--- config.mk ---
export PLATFORM = sky130hd
export DESIGN_NAME = sha256_compress_ctrl
export DESIGN_NICKNAME = d
export VERILOG_FILES = /design/src/rtl/sha256_compress_ctrl_pkg.sv /design/src/rtl/sha256_round_dp.sv /design/src/rtl/sha256_compress_ctrl.sv
export SDC_FILE = /design/constraint.sdc
export NUM_CORES = 2
export LEC_CHECK = 0
export BUFFER_PORTS_ARGS = -buffer_cell sky130_fd_sc_hd__buf_4
export CORE_AREA = 2 2 296 298
export CTS_BUF_LIST = sky130_fd_sc_hd__clkbuf_8
export DETAILED_ROUTE_END_ITERATION = 12
export DIE_AREA = 0 0 298 300
export MAX_ROUTING_LAYER = met4
export PLACE_DENSITY = 0.86
export SLEW_MARGIN = 20
export SYNTH_ARGS = -nofsm -noshare
export SYNTH_HDL_FRONTEND = slang
export SYNTH_SLANG_ARGS = --single-unit
--- constraint.sdc ---
create_clock -name clk -period 9.4 [get_ports clk]
set_input_delay 0.94 -clock clk [delete_from_list [all_inputs] [get_ports clk]]
set_output_delay 0.94 -clock clk [all_outputs]
set_load 0.05 [all_outputs]
--- src/rtl/sha256_compress_ctrl_pkg.sv ---
// Shared SHA-256 constants, types and round helper functions for the compression sequencer.
package sha256_compress_ctrl_pkg;

    localparam int           ROUNDS     = 64;
    localparam int           WORD_W     = 32;
    localparam logic [5:0]   LAST_ROUND = 6'(ROUNDS - 1);
    localparam logic [255:0] H_INIT     = {32'h6a09e667, 32'hbb67ae85, 32'h3c6ef372, 32'ha54ff53a,
                                           32'h510e527f, 32'h9b05688c, 32'h1f83d9ab, 32'h5be0cd19};

    typedef logic [WORD_W-1:0] word_t;

    typedef enum logic [1:0] {
        IDLE  = 2'd0,
        ROUND = 2'd1,
        FINAL = 2'd2
    } state_t;

    // Working variables a..h; a sits in the top word, matching H0 in hash_in.
    typedef struct packed {
        word_t a, b, c, d, e, f, g, h;
    } work_t;

    function automatic word_t rotr(input word_t x, input int n);
        return (x >> n) | (x << (WORD_W - n));
    endfunction

    function automatic word_t big_sigma0(input word_t x);
        return rotr(x, 2) ^ rotr(x, 13) ^ rotr(x, 22);
    endfunction

    function automatic word_t big_sigma1(input word_t x);
        return rotr(x, 6) ^ rotr(x, 11) ^ rotr(x, 25);
    endfunction

    function automatic word_t ch_func(input word_t e, input word_t f, input word_t g);
        return (e & f) ^ (~e & g);
    endfunction

    function automatic word_t maj_func(input word_t a, input word_t b, input word_t c);
        return (a & b) | (a & c) | (b & c);
    endfunction

    // Word-wise modulo-2^32 addition of two packed H0..H7 vectors.
    function automatic logic [255:0] add_words(input logic [255:0] x, input logic [255:0] y);
        logic [255:0] r;
        for (int i = 0; i < 8; i++) begin
            r[i*WORD_W +: WORD_W] = x[i*WORD_W +: WORD_W] + y[i*WORD_W +: WORD_W];
        end
        return r;
    endfunction

    // Round constants K[0..63].
    function automatic word_t k_const(input logic [5:0] t);
        word_t k;
        k = '0;
        case (t)
            6'd0:  k = 32'h428a2f98; 6'd1:  k = 32'h71374491; 6'd2:  k = 32'hb5c0fbcf; 6'd3:  k = 32'he9b5dba5;
            6'd4:  k = 32'h3956c25b; 6'd5:  k = 32'h59f111f1; 6'd6:  k = 32'h923f82a4; 6'd7:  k = 32'hab1c5ed5;
            6'd8:  k = 32'hd807aa98; 6'd9:  k = 32'h12835b01; 6'd10: k = 32'h243185be; 6'd11: k = 32'h550c7dc3;
            6'd12: k = 32'h72be5d74; 6'd13: k = 32'h80deb1fe; 6'd14: k = 32'h9bdc06a7; 6'd15: k = 32'hc19bf174;
            6'd16: k = 32'he49b69c1; 6'd17: k = 32'hefbe4786; 6'd18: k = 32'h0fc19dc6; 6'd19: k = 32'h240ca1cc;
            6'd20: k = 32'h2de92c6f; 6'd21: k = 32'h4a7484aa; 6'd22: k = 32'h5cb0a9dc; 6'd23: k = 32'h76f988da;
            6'd24: k = 32'h983e5152; 6'd25: k = 32'ha831c66d; 6'd26: k = 32'hb00327c8; 6'd27: k = 32'hbf597fc7;
            6'd28: k = 32'hc6e00bf3; 6'd29: k = 32'hd5a79147; 6'd30: k = 32'h06ca6351; 6'd31: k = 32'h14292967;
            6'd32: k = 32'h27b70a85; 6'd33: k = 32'h2e1b2138; 6'd34: k = 32'h4d2c6dfc; 6'd35: k = 32'h53380d13;
            6'd36: k = 32'h650a7354; 6'd37: k = 32'h766a0abb; 6'd38: k = 32'h81c2c92e; 6'd39: k = 32'h92722c85;
            6'd40: k = 32'ha2bfe8a1; 6'd41: k = 32'ha81a664b; 6'd42: k = 32'hc24b8b70; 6'd43: k = 32'hc76c51a3;
            6'd44: k = 32'hd192e819; 6'd45: k = 32'hd6990624; 6'd46: k = 32'hf40e3585; 6'd47: k = 32'h106aa070;
            6'd48: k = 32'h19a4c116; 6'd49: k = 32'h1e376c08; 6'd50: k = 32'h2748774c; 6'd51: k = 32'h34b0bcb5;
            6'd52: k = 32'h391c0cb3; 6'd53: k = 32'h4ed8aa4a; 6'd54: k = 32'h5b9cca4f; 6'd55: k = 32'h682e6ff3;
            6'd56: k = 32'h748f82ee; 6'd57: k = 32'h78a5636f; 6'd58: k = 32'h84c87814; 6'd59: k = 32'h8cc70208;
            6'd60: k = 32'h90befffa; 6'd61: k = 32'ha4506ceb; 6'd62: k = 32'hbef9a3f7; 6'd63: k = 32'hc67178f2;
            default: k = '0;
        endcase
        return k;
    endfunction

endpackage

--- src/rtl/sha256_round_dp.sv ---
// Combinational SHA-256 round: next a..h from the current a..h, W[t] and K[t].
module sha256_round_dp
    import sha256_compress_ctrl_pkg::*;
(
    input  work_t cur,
    input  word_t w,
    input  word_t k,
    output work_t nxt
);

    word_t t1;
    word_t t2;

    // Form T1/T2 and shift the working registers down by one position.
    always_comb begin
        t1  = cur.h + big_sigma1(cur.e) + ch_func(cur.e, cur.f, cur.g) + k + w;
        t2  = big_sigma0(cur.a) + maj_func(cur.a, cur.b, cur.c);
        nxt = '{a: t1 + t2, b: cur.a, c: cur.b, d: cur.c,
                e: cur.d + t1, f: cur.e, g: cur.f, h: cur.g};
    end

endmodule

--- src/rtl/sha256_compress_ctrl.sv ---
// SHA-256 compression sequencer: owns a..h, H0..H7 and the round counter, pulls one W per round.
module sha256_compress_ctrl
    import sha256_compress_ctrl_pkg::*;
(
    input  logic         clk,
    input  logic         rst_n,
    input  logic         start,
    input  logic [255:0] hash_in,
    input  logic         abort,
    input  logic         w_valid,
    input  logic [31:0]  w_data,
    output logic         w_ready,
    output logic [5:0]   round_idx,
    output logic         busy,
    output logic         done,
    output logic [255:0] hash_out
);

    state_t       state, state_nxt;
    work_t        work, work_nxt, work_rnd;
    logic [255:0] h_reg, h_nxt;
    logic [255:0] hash_nxt;
    logic [5:0]   idx, idx_nxt;
    logic         done_nxt;
    word_t        k_t;

    assign k_t = k_const(idx);

    sha256_round_dp u_round (
        .cur (work),
        .w   (w_data),
        .k   (k_t),
        .nxt (work_rnd)
    );

    // Handshake and status are pure decodes of the registered state.
    assign w_ready   = (state == ROUND);
    assign busy      = (state != IDLE);
    assign round_idx = idx;

    // Next-state, round sequencing and digest update.
    always_comb begin
        // NOTE: every signal written here gets a default first so no path infers a latch.
        state_nxt = state;
        work_nxt  = work;
        h_nxt     = h_reg;
        idx_nxt   = idx;
        hash_nxt  = hash_out;
        done_nxt  = 1'b0;
        case (state)
            IDLE: begin
                if (start && !abort) begin
                    h_nxt     = hash_in;
                    work_nxt  = hash_in;
                    idx_nxt   = '0;
                    state_nxt = ROUND;
                end
            end
            ROUND: begin
                if (abort) begin
                    state_nxt = IDLE;
                end else if (w_valid) begin
                    work_nxt = work_rnd;
                    idx_nxt  = idx + 6'd1;   // wraps to 0 after round 63
                    if (idx == LAST_ROUND) begin
                        state_nxt = FINAL;
                    end
                end
            end
            FINAL: begin
                state_nxt = IDLE;
                if (!abort) begin
                    hash_nxt = add_words(h_reg, work);
                    done_nxt = 1'b1;
                end
            end
            default: state_nxt = IDLE;
        endcase
    end

    // State, working, chaining and result registers; everything clears on reset.
    always_ff @(posedge clk or negedge rst_n) begin
        if (!rst_n) begin
            state    <= IDLE;
            work     <= '0;
            h_reg    <= '0;
            idx      <= '0;
            hash_out <= '0;
            done     <= 1'b0;
        end else begin
            // NOTE: non-blocking assignments so every register samples pre-edge values.
            state    <= state_nxt;
            work     <= work_nxt;
            h_reg    <= h_nxt;
            idx      <= idx_nxt;
            hash_out <= hash_nxt;
            done     <= done_nxt;
        end
    end

endmodule

==> flow_summary.toml <==
[worst_setup_path]
cp_num_buf_inv = 3
path_class = "reg -> reg"
start_kind = "flip-flop"
arrival_ns = 9.77
required_ns = 10.19
crit_top_cell = "o21ai_0"
cp_max_fo = 21
cpPeakStageDelay_ns = 0.56
cpLargestDelayFamily = "adder cells"
crit_slowest_cell = "or4_1"
crit_path_end_kind = "flip-flop"

[global_route]
grt_overflow_total = 0
grt_pass1_wl_mm = 304.4
grt_usage_pct = 46.73
antenna_found_initial = 7
grt_max_degree = 138
grt_pass1_vias = 49290

[sta]
period_share_pct = 95.54
fin_setup_tns_ns = 0
final_max_slew_viol_count = 0
slew_headroom_pct = 22.11
period_needed_ns = 8.981
finalHoldViolCount = 0
skew_ns = 0.06939
finalSetupViolations = 0
max_clock_freq_mhz = 111.3
rsz0062_at_grt = "no"
worstMarginPinSlew_ns = 1.156

[yosys]
synth_top_cell_by_area = "dfrtp_1"
yosysWarningCount = 0
syn_area_per_cell_um2 = 8.466
yosysUniqueCellTypes = 97
synth_area_mm2 = 0.05294
synth_edf_count = 0
synthTopCellsByArea = "dfrtp_1 (37%), nand2_1 (9.1%), ha_1 (8.5%)"
seq_area_frac_synth_pct = 36.73
synth_top_area_share_pct = 36.73
synthesis.nets = 7038
async_reset_ff_share_pct = 100.0
synthCells = 6253
synth_ff_type = "dfrtp_1"
synth_seq_cells = 777

[worst_hold_path]
hp-class = "in -> async"

[die]
num_rows = 108
die-area_mm2 = 0.08940
die_h_um = 300
core_mm2 = 0.08621
initial_core_util_pct = 61.41
ios = 558
die_width_um = 298

[clocking]
cts_tree = "yes"
cts_buffers = 136
cts_num_sinks = 777
clock_latency_ns = 0.89
cts_hold_buf = 0
clk_root_buffer_cell = "clkbuf_8"
htree_levels = 4
clock_path_buffers = 3
cts.reportedPaths.clkPinSlew_ns = 0.07

[run_status]
status = "completed"

[placed_design]
dpl.hpwl_mm = 155.2
gp_congestion = 1.060
io_buffers = 557

[final_layout]
final_nets = 7541
drive_gt1_share_pct = 14.28
syn_to_final_growth_pct = 15.87

[route]
drtIter0Drc = 6075
drc = 0
via_per_inst = 6.352
firstDrtPassIters = 8
routed_wl_mm = 206.4
antenna_left = 0
drt-wirelength-per-cell_um = 25.70
routed-via-count = 51010

[job]
drv_cap = 0
-- final timing paths --
path	cells past startpoint	endpoint	slack, ns	startpoint
worst max-delay path	34	work[255]$_DFFE_PN0P_	0.42	round_idx[0]$_DFFE_PN0P_
worst min-delay path	1	hash_out[60]$_DFFE_PN0P_	0.1	rst_n
worst max register to register	34	work[255]$_DFFE_PN0P_	0.42	round_idx[0]$_DFFE_PN0P_
worst min register to register	2	hash_out[168]$_DFFE_PN0P_	0.47	hash_out[168]$_DFFE_PN0P_
max in group asynchronous	3	work[151]$_DFFE_PN0P_	6.91	rst_n
min in group clk	3	h_reg[156]$_DFFE_PN0P_	0.25	hash_in[156]
-- routing by layer --
layer	vias to the layer above	track usage, %	routed length [µm]
met5	-	-	0
met4	0	34.86	19050
met3	950	10.90	21460
met2	3180	68.69	90390
met1	24310	56.26	75490
li1	22570	-	-
-- worst register-to-register path: cells and delay by family, from the launching register on --
kind,cells,cell delay [ns]
fa+ha+maj,8,3.18
compound gates,14,2.82
simple gates,7,1.24
buf+inv,3,0.70
xor+xnor,2,0.60
flops,1,0.37
-- synthesized netlist by cell type, types with 10 or more instances --
master and instances:
nand2_1 1282, dfrtp_1 777, nor2_1 554, o21ai_0 464
a21oi_1 381, ha_1 359, clkbuf_1 297, inv_1 262
xnor2_1 254, o22ai_1 198, xor2_1 178, a21o_1 159
fa_1 133, nand3_1 93, nor3_1 69, a31oi_1 63
nand2b_1 52, o21a_1 51, a211oi_1 47, o31ai_1 46
o21bai_1 44, o211ai_1 41, nor2b_1 37, and3_1 31
buf_1 31, mux2i_1 30, maj3_1 22, or3_1 18
mux2_2 15, and2_1 14, nand4_1 14, or2_2 14
nor4_1 11, o41ai_1 11, o311ai_0 10
-- layout by cell type, fill, tap and decap left out, drive strengths merged, types with 17 or more instances in the layout --
cell type	instances
maj3	22
clkbuf	163
ha	359
a21oi	383
nand2	1282
o22ai	198
nor3	69
inv	317
a21o	162
o21a	51
dfrtp	777
nand2b	52
mux2i	30
buf	698
o31ai	46
nor2b	37
fa	133
a211oi	48
and3	34
or2	17
nor2	554
a31oi	63
xnor2	254
o211ai	41
xor2	178
nand3	93
clkinv	24
o21ai	471
or3	18
o21bai	45
-- cells by family (layout without fill, tap and decap cells) --
group / after synthesis / after routing / synth area share (%)
multiplexers: 49 / 49 / 1.056
AO/OA/AOI/OAI: 1648 / 1648 / 19.30
flip-flops: 777 / 777 / 36.73
AND/OR/NAND/NOR: 2233 / 2233 / 17.50
buffers and inverters: 599 / 1209 / 4.292
XOR/XNOR: 433 / 433 / 7.190
adder cells (fa/ha/maj): 514 / 514 / 13.93
other: 0 / 12 / 0
-- per-stage QoR --
| step | hold WS (ns) | util (%) | std cells | setup WS, ns | instance area (µm²) |
|---|---|---|---|---|---|
| global placement | 0.4518 | 67.84 | 7773 | 0.6968 | 58480 |
| global route | 0.1859 | 71.14 | 8026 | 0.05436 | 61330 |
| floorplan | 0.4453 | - | 6253 | 0.5448 | 52940 |
| CTS | 0.1479 | 71.11 | 8018 | 0.5024 | 61310 |
| finish | 0.09778 | 71.15 | 8030 | 0.4189 | 61340 |
| detailed placement | 0.4572 | 67.84 | 7773 | 0.5761 | 58480 |
-- timing repair --
| action | in CTS | in global routing |
|---|---|---|
| resized for setup | 0 | 3 |
| endpoints found under the hold margin | 0 | 0 |
| endpoints found under the setup margin | 0 | 1 |
| buffers inserted | 0 | 0 |
-- layout make-up --
| type | count | area [µm²] |
|---|---|---|
| repair buffers | 698 | 5323 |
| fillers | 6653 | 24870 |
| well taps | 1155 | 1445 |
| flip-flops and latches | 777 | 19450 |
| diodes | 12 | 30.03 |
| clock inverters | 82 | 578.1 |
| inverters | 266 | 998.5 |
| clock buffers | 163 | 2243 |
| multi-input cells | 4877 | 31270 |
Power is not shown: default switching activity piles up to over one toggle a cycle in this logic, so the estimate is an artifact.
